File: src/rtl/taxi_baser_tx_gbx_pkg.sv
// Shared constants for the BASE-R transmit gearbox: block timing, sync headers
// and the PRBS31 polynomial taps.
package taxi_baser_pkg;

  localparam int GBX_SEQ_LEN = 33;
  localparam int BLOCK_W     = 66;

  typedef enum logic [1:0] {
    SYNC_DATA = 2'b01,
    SYNC_CTRL = 2'b10
  } sync_hdr_t;

  // x^31 + x^28 + 1: new bit = s[30] ^ s[27], shifted in at bit 0.
  localparam int PRBS31_W     = 31;
  localparam int PRBS31_TAP_A = 30;
  localparam int PRBS31_TAP_B = 27;

endpackage

File: src/rtl/taxi_baser_tx_gbx_if.sv
// Encoder-to-gearbox bus: one 64b/66b block (or half block in 32-bit mode) per
// cycle, paced by the gearbox.
interface taxi_baser_tx_gbx_if #(
  parameter int DATA_W = 64,
  parameter int HDR_W  = 2
) ();

  // Handshake: the gearbox owns the pace. When tx_gbx_req_stall is high the
  // encoder holds and drives data_valid=0; on every other cycle it must drive
  // data_valid=1, and hdr_valid must equal tx_gbx_req_sync (block start).
  logic [DATA_W-1:0] encoded_tx_data;
  logic              encoded_tx_data_valid;
  logic [HDR_W-1:0]  encoded_tx_hdr;
  logic              encoded_tx_hdr_valid;
  logic              tx_gbx_req_sync;
  logic              tx_gbx_req_stall;

  modport master (
    output encoded_tx_data, encoded_tx_data_valid,
    output encoded_tx_hdr, encoded_tx_hdr_valid,
    input  tx_gbx_req_sync, tx_gbx_req_stall
  );

  modport slave (
    input  encoded_tx_data, encoded_tx_data_valid,
    input  encoded_tx_hdr, encoded_tx_hdr_valid,
    output tx_gbx_req_sync, tx_gbx_req_stall
  );

endinterface

File: src/rtl/taxi_baser_tx_gbx_prbs.sv
// PRBS31 generator producing DATA_W bits per cycle; data_o[0] is the oldest
// bit of the word. Seeded all-ones on reset.
module taxi_prbs31_gen
  import taxi_baser_pkg::*;
#(
  parameter int DATA_W = 64
) (
  input  logic              clk,
  input  logic              rst_n,
  input  logic              enable_i,
  output logic [DATA_W-1:0] data_o
);

  logic [PRBS31_W-1:0] state_q, state_d;
  logic                fb;

  always_comb begin
    state_d = state_q;
    data_o  = '0;
    fb      = 1'b0;
    for (int i = 0; i < DATA_W; i++) begin
      fb        = state_d[PRBS31_TAP_A] ^ state_d[PRBS31_TAP_B];
      data_o[i] = fb;
      state_d   = {state_d[PRBS31_W-2:0], fb};
    end
  end

  always_ff @(posedge clk or negedge rst_n) begin
    if (!rst_n) begin
      state_q <= '1;
    end else if (enable_i) begin
      state_q <= state_d;
    end
  end

endmodule

File: src/rtl/taxi_baser_tx_gbx.sv
// 66:DATA_W transmit gearbox: packs header+payload into a continuous SERDES
// word stream on a fixed 33-cycle schedule, with optional PRBS31 override.
module taxi_baser_tx_gbx
  import taxi_baser_pkg::*;
#(
  parameter int DATA_W      = 64,
  parameter int HDR_W       = 2,
  parameter bit BIT_REVERSE = 1'b0,
  parameter bit PRBS31_EN   = 1'b1
) (
  input  logic                clk,
  input  logic                rst_n,
  taxi_baser_tx_gbx_if.slave  enc_if,
  input  logic                cfg_tx_prbs31_enable,
  output logic [DATA_W-1:0]   serdes_tx_data,
  output logic                stat_tx_gbx_err
);

  localparam int BUF_W = 2*DATA_W + HDR_W;
  localparam int SEQ_W = $clog2(GBX_SEQ_LEN);
  localparam int OCC_W = $clog2(BUF_W + 1);
  localparam logic [SEQ_W-1:0] SEQ_LAST = SEQ_W'(GBX_SEQ_LEN - 1);

  logic [SEQ_W-1:0]  seq_q, seq_d;
  logic [OCC_W-1:0]  occ_q, occ_d;
  logic [BUF_W-1:0]  buf_q, buf_d;
  logic [DATA_W-1:0] out_q, out_d;
  logic              err_q, err_d;

  logic              sched_sync, sched_stall;
  logic [BUF_W-1:0]  ins_ext, cat;
  logic [OCC_W-1:0]  n_in;
  logic [DATA_W-1:0] gbx_word, prbs_word, sel_word;

  // 64-bit mode takes a block every non-stall cycle; 32-bit mode on even seq.
  assign sched_stall = (seq_q == SEQ_LAST);
  assign sched_sync  = !sched_stall && ((DATA_W == 64) || !seq_q[0]);

  assign enc_if.tx_gbx_req_sync  = rst_n & sched_sync;
  assign enc_if.tx_gbx_req_stall = sched_stall;

  if (PRBS31_EN) begin : g_prbs
    taxi_prbs31_gen #(.DATA_W(DATA_W)) u_prbs (
      .clk      (clk),
      .rst_n    (rst_n),
      .enable_i (1'b1),
      .data_o   (prbs_word)
    );
  end else begin : g_no_prbs
    assign prbs_word = '0;
  end

  always_comb begin
    seq_d   = sched_stall ? '0 : seq_q + 1'b1;
    ins_ext = '0;
    n_in    = '0;
    if (sched_sync) begin
      ins_ext = BUF_W'({enc_if.encoded_tx_data, enc_if.encoded_tx_hdr});
      n_in    = OCC_W'(DATA_W + HDR_W);
    end else if (!sched_stall) begin
      ins_ext = BUF_W'(enc_if.encoded_tx_data);
      n_in    = OCC_W'(DATA_W);
    end
    // Residual bits sit at the bottom; bits above occ_q are always zero.
    cat      = buf_q | (ins_ext << occ_q);
    gbx_word = cat[DATA_W-1:0];
    buf_d    = cat >> DATA_W;
    occ_d    = occ_q + n_in - OCC_W'(DATA_W);

    err_d = sched_stall ? enc_if.encoded_tx_data_valid
                        : (!enc_if.encoded_tx_data_valid ||
                           (enc_if.encoded_tx_hdr_valid != sched_sync));

    sel_word = (PRBS31_EN && cfg_tx_prbs31_enable) ? prbs_word : gbx_word;
    out_d    = '0;
    for (int i = 0; i < DATA_W; i++) begin
      out_d[i] = BIT_REVERSE ? sel_word[DATA_W-1-i] : sel_word[i];
    end
  end

  always_ff @(posedge clk or negedge rst_n) begin
    if (!rst_n) begin
      seq_q <= '0;
      occ_q <= '0;
      buf_q <= '0;
      out_q <= '0;
      err_q <= 1'b0;
    end else begin
      seq_q <= seq_d;
      occ_q <= occ_d;
      buf_q <= buf_d;
      out_q <= out_d;
      err_q <= err_d;
    end
  end

  assign serdes_tx_data  = out_q;
  assign stat_tx_gbx_err = err_q;

  occ_bound_a: assert property (@(posedge clk) disable iff (!rst_n)
    (occ_q <= OCC_W'(2*DATA_W)) &&
    (({1'b0, occ_q} + {1'b0, n_in}) <= (OCC_W+1)'(BUF_W)));

endmodule

File: src/flat_wrapper.sv
// flat-port wrapper written by rule: the top's interface ports become plain ports
module taxi_baser_tx_gbx_flat import taxi_baser_pkg::*;
#(
  parameter int DATA_W      = 64,
  parameter int HDR_W       = 2,
  parameter bit BIT_REVERSE = 1'b0,
  parameter bit PRBS31_EN   = 1'b1
)
  (clk, rst_n, cfg_tx_prbs31_enable, serdes_tx_data, stat_tx_gbx_err, enc_if_encoded_tx_data, enc_if_encoded_tx_data_valid, enc_if_encoded_tx_hdr, enc_if_encoded_tx_hdr_valid, enc_if_tx_gbx_req_sync, enc_if_tx_gbx_req_stall);
  taxi_baser_tx_gbx_if #(.DATA_W(DATA_W), .HDR_W(HDR_W)) enc_if_i ();
  input  logic clk;
  input  logic rst_n;
  input  logic cfg_tx_prbs31_enable;
  output logic [DATA_W-1:0] serdes_tx_data;
  output logic stat_tx_gbx_err;
  input wire logic [$bits(enc_if_i.encoded_tx_data)-1:0] enc_if_encoded_tx_data;
  input wire logic [$bits(enc_if_i.encoded_tx_data_valid)-1:0] enc_if_encoded_tx_data_valid;
  input wire logic [$bits(enc_if_i.encoded_tx_hdr)-1:0] enc_if_encoded_tx_hdr;
  input wire logic [$bits(enc_if_i.encoded_tx_hdr_valid)-1:0] enc_if_encoded_tx_hdr_valid;
  output wire logic [$bits(enc_if_i.tx_gbx_req_sync)-1:0] enc_if_tx_gbx_req_sync;
  output wire logic [$bits(enc_if_i.tx_gbx_req_stall)-1:0] enc_if_tx_gbx_req_stall;
  assign enc_if_i.encoded_tx_data = enc_if_encoded_tx_data;
  assign enc_if_i.encoded_tx_data_valid = enc_if_encoded_tx_data_valid;
  assign enc_if_i.encoded_tx_hdr = enc_if_encoded_tx_hdr;
  assign enc_if_i.encoded_tx_hdr_valid = enc_if_encoded_tx_hdr_valid;
  assign enc_if_tx_gbx_req_sync = enc_if_i.tx_gbx_req_sync;
  assign enc_if_tx_gbx_req_stall = enc_if_i.tx_gbx_req_stall;
  taxi_baser_tx_gbx #(.DATA_W(DATA_W), .HDR_W(HDR_W), .BIT_REVERSE(BIT_REVERSE), .PRBS31_EN(PRBS31_EN)) u_core (.clk(clk), .rst_n(rst_n), .enc_if(enc_if_i), .cfg_tx_prbs31_enable(cfg_tx_prbs31_enable), .serdes_tx_data(serdes_tx_data), .stat_tx_gbx_err(stat_tx_gbx_err));
endmodule
File: config.mk
export PLATFORM = sky130hd
export DESIGN_NAME = taxi_baser_tx_gbx_flat
export DESIGN_NICKNAME = d
export VERILOG_FILES = /design/src/rtl/taxi_baser_tx_gbx_pkg.sv /design/src/rtl/taxi_baser_tx_gbx_if.sv /design/src/rtl/taxi_baser_tx_gbx_prbs.sv /design/src/rtl/taxi_baser_tx_gbx.sv /design/src/flat_wrapper.sv
export SDC_FILE = /design/constraint.sdc
export NUM_CORES = 1
export LEC_CHECK = 0
export ABC_AREA = 0
export ABC_CLOCK_PERIOD_IN_PS = 4700
export CORE_AREA = 5 5 170 335
export CTS_CLUSTER_SIZE = 28
export DETAILED_ROUTE_END_ITERATION = 8
export DIE_AREA = 0 0 175 340
export GPL_TIMING_DRIVEN = 0
export PLACE_DENSITY = 0.47
export RECOVER_POWER = 25
export SLEW_MARGIN = 20
export SYNTH_ARGS = -nofsm -noshare
export SYNTH_HDL_FRONTEND = slang
export SYNTH_SLANG_ARGS = --single-unit
export TNS_END_PERCENT = 30
File: constraint.sdc
create_clock -name clk -period 4.7 [get_ports clk]
set_clock_uncertainty 0.1 [all_clocks]
set_input_delay 0.94 -clock clk [delete_from_list [all_inputs] [get_ports clk]]
set_output_delay 0.94 -clock clk [all_outputs]
set_load 0.005 [all_outputs]
; ---- Word-level counts from Yosys, hierarchy flattened
; Cells that the tools add are included.
[op_classes]
addsub = 3
multipliers = 0
n_div = 0
order_cmp = 0
eq_ne = 2
shifts = 1
muxes = 5
n_bitwise = 66
reduce_logical = 3
[op_table]
columns = operator, count
row1 = 66-bit by 130-bit OR with 130-bit output, 1
row2 = 130-bit by 8-bit << shifter with 130-bit output, 1
row3 = 66-bit two-way mux, 1
row4 = 64-bit two-way mux, 1
row5 = 1-bit XOR, 64
row6 = 8-bit adder, 1
row7 = "8-bit by 7-bit subtractor with 8-bit output, second input constant", 1
row8 = 7-bit two-way mux, 1
row9 = "6-bit by 1-bit adder with 6-bit output, second input constant", 1
row10 = "6-bit equality test, second input constant", 1
row11 = 6-bit two-way mux, 1
row12 = 1-bit zero test, 2
row13 = 1-bit AND, 1
row14 = 1-bit logical OR, 1
row15 = 1-bit two-way mux, 1
row16 = 1-bit inequality test, 1
[word_totals]
register_bits = 176
latchBits = 0
mem_bits_rw = 0
mem_bits_ro = 0
in_bits = 71
out_inout_bits = 67
wordCells = 86
mem_count = 0

; ---- Depth between registers and ports, before layout
[logic_depth]
depth_word = 5
ltp_mapped = 11
mapped_depth_nobuf = 9

; ---- By module
; Synthesis repeated with hierarchy kept, for this count alone.
[hier_totals]
cells_unflattened = 1296
hier_area_um2 = 12871.1
[modules_own_cells]
columns = module, instances, cells_each, area_each_um2
row1 = taxi_baser_tx_gbx, 1, 1134, 10979.3
row2 = taxi_prbs31_gen, 1, 162, 1891.8

; ---- Worst setup path before layout
; No wires, ideal clock.
[synth_timing]
kind = reg2out
from = reg u_core.seq_q[0]
to = out enc_if_tx_gbx_req_sync
arrival_time_ns = 1.711
t_required_ns = 3.660
path_slack_ns = 1.949
stages_incl_launch_ff = 8
n_path_buf = 2
path_cell_list = dfrtp_1 inv_1 ha_1 and4bb_2 nand2_1 clkbuf_1 buf_1 and2_1
[synth_via]
elab_chain_len = 3
[synth_lines]
columns = item, line_no
row1 = "start, declared", taxi_baser_tx_gbx.sv:24  ; logic [SEQ_W-1:0] seq_q, seq_d;
row2 = "start signal, assigned", taxi_baser_tx_gbx.sv:89  ; seq_q <= seq_d;
row3 = 6-bit equality test, taxi_baser_tx_gbx.sv:36  ; assign sched_stall = (seq_q == SEQ_LAST);
row4 = 1-bit zero test, taxi_baser_tx_gbx.sv:37  ; assign sched_sync = !sched_stall && ((DATA_W == 64) || !seq_q[0]);
row5 = 1-bit AND, taxi_baser_tx_gbx.sv:39  ; assign enc_if.tx_gbx_req_sync = rst_n & sched_sync;
row6 = "end, declared", flat_wrapper.sv:20  ; output wire logic [$bits(enc_if_i.tx_gbx_req_sync)-1:0] enc_if_tx_gbx_req_sync;
; No other way between the ends.

; ---- Final worst setup path
[layout_timing]
from = reg u_core.seq_q[0]
to = out enc_if_tx_gbx_req_stall
[layout_via]
elab_chain_len = 1
[layout_lines]
columns = item, line_no
row1 = 6-bit equality test, taxi_baser_tx_gbx.sv:36
row2 = "end, declared", flat_wrapper.sv:21  ; output wire logic [$bits(enc_if_i.tx_gbx_req_stall)-1:0] enc_if_tx_gbx_req_stall;
; No other way between the ends.

==> results.md <==
* RSZ-0062 raised after global routing: false
* Initial core utilization at 24.61%
* Layout area overhead at 22.01%
* Cell taking the most area after synthesis: dfrtp_1
* Synth async-reset ratio at 100.0%
* Syn_area_per_cell at 10.05 sq um
* TritonCTS buffer count at 17
* Worst-path fanout max at 11
* First-pass GRT wire length at 117200 um
* IO Count at 138
* Clock Latency Late Sink at 470 ps
* Worst-path clk slew at 90 ps
* Ys Warns at 0
* Critical Path RT at 3660 ps
* Num Clock Sinks at 175
* CTS tree: built
* Sequential cell area fraction in the yosys report at 33.12%
* Netlist Area Pre-Place at 0.01334 sq mm
* Syn nets at 1404
* Least-Margin Pin Slew at 1221 ps
* Htree depth at 4
* Fin crit period at 4402 ps
* Initial DRT Pass Iterations at 7
* Die H at 340 um
* Worst slew margin at 17.72%
* RePlAce Congestion at 1.024
* Ys flop type: dfrtp_1
* Total GRT Usage at 28.28%
* Power Dens Cells at 228.7 mW/mm^2
* Setup crit start kind: flip-flop
* Die Width at 175 um
* Fillcell total at 5739
* Wire per inst at 39.44 um
* Yosys reg bits at 175
* Largest net degree at the start of global routing at 98
* # rows at 121
* Area fraction of the dominant cell type after synthesis at 27.01%
* CP cell instances: inv_1 > ha_1 > and4bb_2 > nand2_2 > clkinvlp_4 > clkbuf_2 > clkbuf_2 > clkdlybuf4s50_1
* Mapped Cells at 1327
* Peak VDD IR at 0.2631 mV
* Cts hold-fix bufs at 0
* N_diodes at 0
* MaxCap Viol Count at 0
* Crit path buf inv count at 5
* Final period utilization at 93.65%
* Multi-input logic area at 0.008348 sq mm
* Slowest library cell on the worst path: clkdlybuf4s50_1
* Crit path kind: reg2out
* HPWL after detailed placement at 71750 um
* Via count at 13270
* # setup viols final at 0
* Final hold vios at 0
* Non-Filler Instances at 2177
* Cell family with most CP delay: buffers and inverters
* Die area at 0.05950 sq mm
* Core area at 0.05420 sq mm
* CP peak stage delay at 590 ps
* Peak Freq at 227.2 MHz
* Vias in the first global route at 13670
* Leakage Power at 6.297 nW
* Worst Hold Class: in2async
* Layout Nets at 1565
* Setup crit end kind: output pin
* Port-buffer cells at 137
* Share of layout cells above drive strength 1 at 16.92%
* Synth area leaders: dfrtp_1 27%, mux4_2 12%, mux2i_1 6.9%
* GRT overflow at 0
* CTS Root Cell: clkbuf_16
* Post-synth cell types at 79
* Outcome: completed
* Most used cell, CP: clkbuf_2
* Post-DRT Antenna Nets at 0
* Final Util at 30.03%
* Initial antenna violation count at 0
* DP Cell Count at 2146
* Initial DRC count at 1389
* Tot Pwr at 3.722 mW
* Reg area at 0.004418 sq mm
* Final WL at 85860 um
* Final Max Slew Viols at 0
* Worst Path Arrival at 3360 ps
* Clk buf depth at 2
* Number of synthesized flops with an enable pin at 0
* Via density at 6.094
* DRC viols at 0
[area by class of cell]
class	count	area share (%)
clock buffers	21	2.829
inverters	14	0.3459
repair buffers	143	8.841
plain buffers	109	3.421
multi-input cells	1028	51.29
well taps	676	5.197
flip-flops and latches	175	27.14
clock inverters	11	0.9302
[Yosys cell counts (14+ instances only)]
library cell,count
o221ai_1,14
nand3_1,31
a22oi_1,29
xor2_1,33
o211ai_1,18
a211oi_1,33
o22ai_1,25
dfstp_2,31
mux4_2,73
mux2_2,52
o21ai_0,53
a21oi_1,60
nand2_1,109
a31oi_1,19
clkbuf_1,52
nor3_1,25
nor2b_1,15
nor2_1,117
xnor2_1,40
dfrtp_1,144
mux2i_1,92
buf_2,29
[power by group]
group | leakage, nW | total (mW) | switching, mW | internal [mW]
sequential | 2.14 | 1.57 | 0.0153 | 1.56
combinational | 3.86 | 0.626 | 0.367 | 0.259
clock | 0.299 | 1.52 | 0.654 | 0.871
[cells in the final DEF, fill, tap and decap left out, drive strengths merged, types with 8 or more instances in the layout]
cell,instances
nor2b,15
and2,12
mux2,52
a22o,10
nor2,117
or2,8
nand3,31
clkbuf,73
xnor2,40
or3,9
a22oi,29
buf,64
o21ai,57
o22ai,25
dfstp,31
a211oi,33
and3,8
nor3,26
o21a,8
xor2,33
o211ai,18
mux2i,92
nand2,109
a21oi,61
clkdlybuf4s50,136
a221o,8
a31oi,19
o32ai,9
inv,15
o221ai,14
dfrtp,144
mux4,82
[logic make-up after synthesis]
| logic type | share of synthesized area, % |
|---|---|
| compound gates | 19.44 |
| buf+inv | 4.568 |
| simple gates | 12.13 |
| xor+xnor | 4.793 |
| flops | 33.12 |
| mux | 25.39 |
| fa+ha+maj | 0.5628 |
[metal layers]
layer / wire, um / vias to the layer above / track usage, %
met5: 0 / - / 0
met4: 11210 / 0 / 28.45
met3: 4355 / 357 / 4.156
met2: 43420 / 834 / 50.32
met1: 26870 / 6656 / 26.77
li1: - / 5419 / -
[metrics by stage]
stage                     TNS [ps]  hold slack, ps  setup WS [ps]  cell area (sq um)
after floorplan                  0           311.9           1949              13340
after global placement     -788790           345.7          -4948              15560
after detailed placement         0           352.3          79.57              15660
after CTS                        0           375.9          68.88              16270
after global routing             0           398.3          275.2              16280
final                            0           325.4          298.3              16280
[sequential cells by signal, summed over array words and instances (netlist names)]
register                      cells
u_core.serdes_tx_data            64
u_core.buf_q                     66
u_core.stat_tx_gbx_err            1
u_core.occ_q                      7
u_core.g_prbs.u_prbs.state_q     31
u_core.seq_q                      6
[path summary, 6_finish.rpt]
kind                                 start                         endpoint  depth (start not counted)  slack, ps
setup / recovery           u_core.seq_q[0]          enc_if_tx_gbx_req_stall                          8        300
hold / removal                       rst_n        u_core.serdes_tx_data[41]                          1        330
setup reg to reg           u_core.occ_q[3]                 u_core.buf_q[30]                          7        650
hold reg to reg            u_core.buf_q[6]         u_core.serdes_tx_data[6]                          1        380
max in group asynchronous            rst_n  u_core.g_prbs.u_prbs.state_q[8]                          2       3140
min in group clk           u_core.buf_q[6]         u_core.serdes_tx_data[6]                          1        380
[what timing repair did]
action	4_1_cts	5_1_grt
gates resized for setup	3	2
endpoints found under the setup margin	2	2
cloned	0	0
setup buffers	0	0
Power figures use the tool's default switching activity.
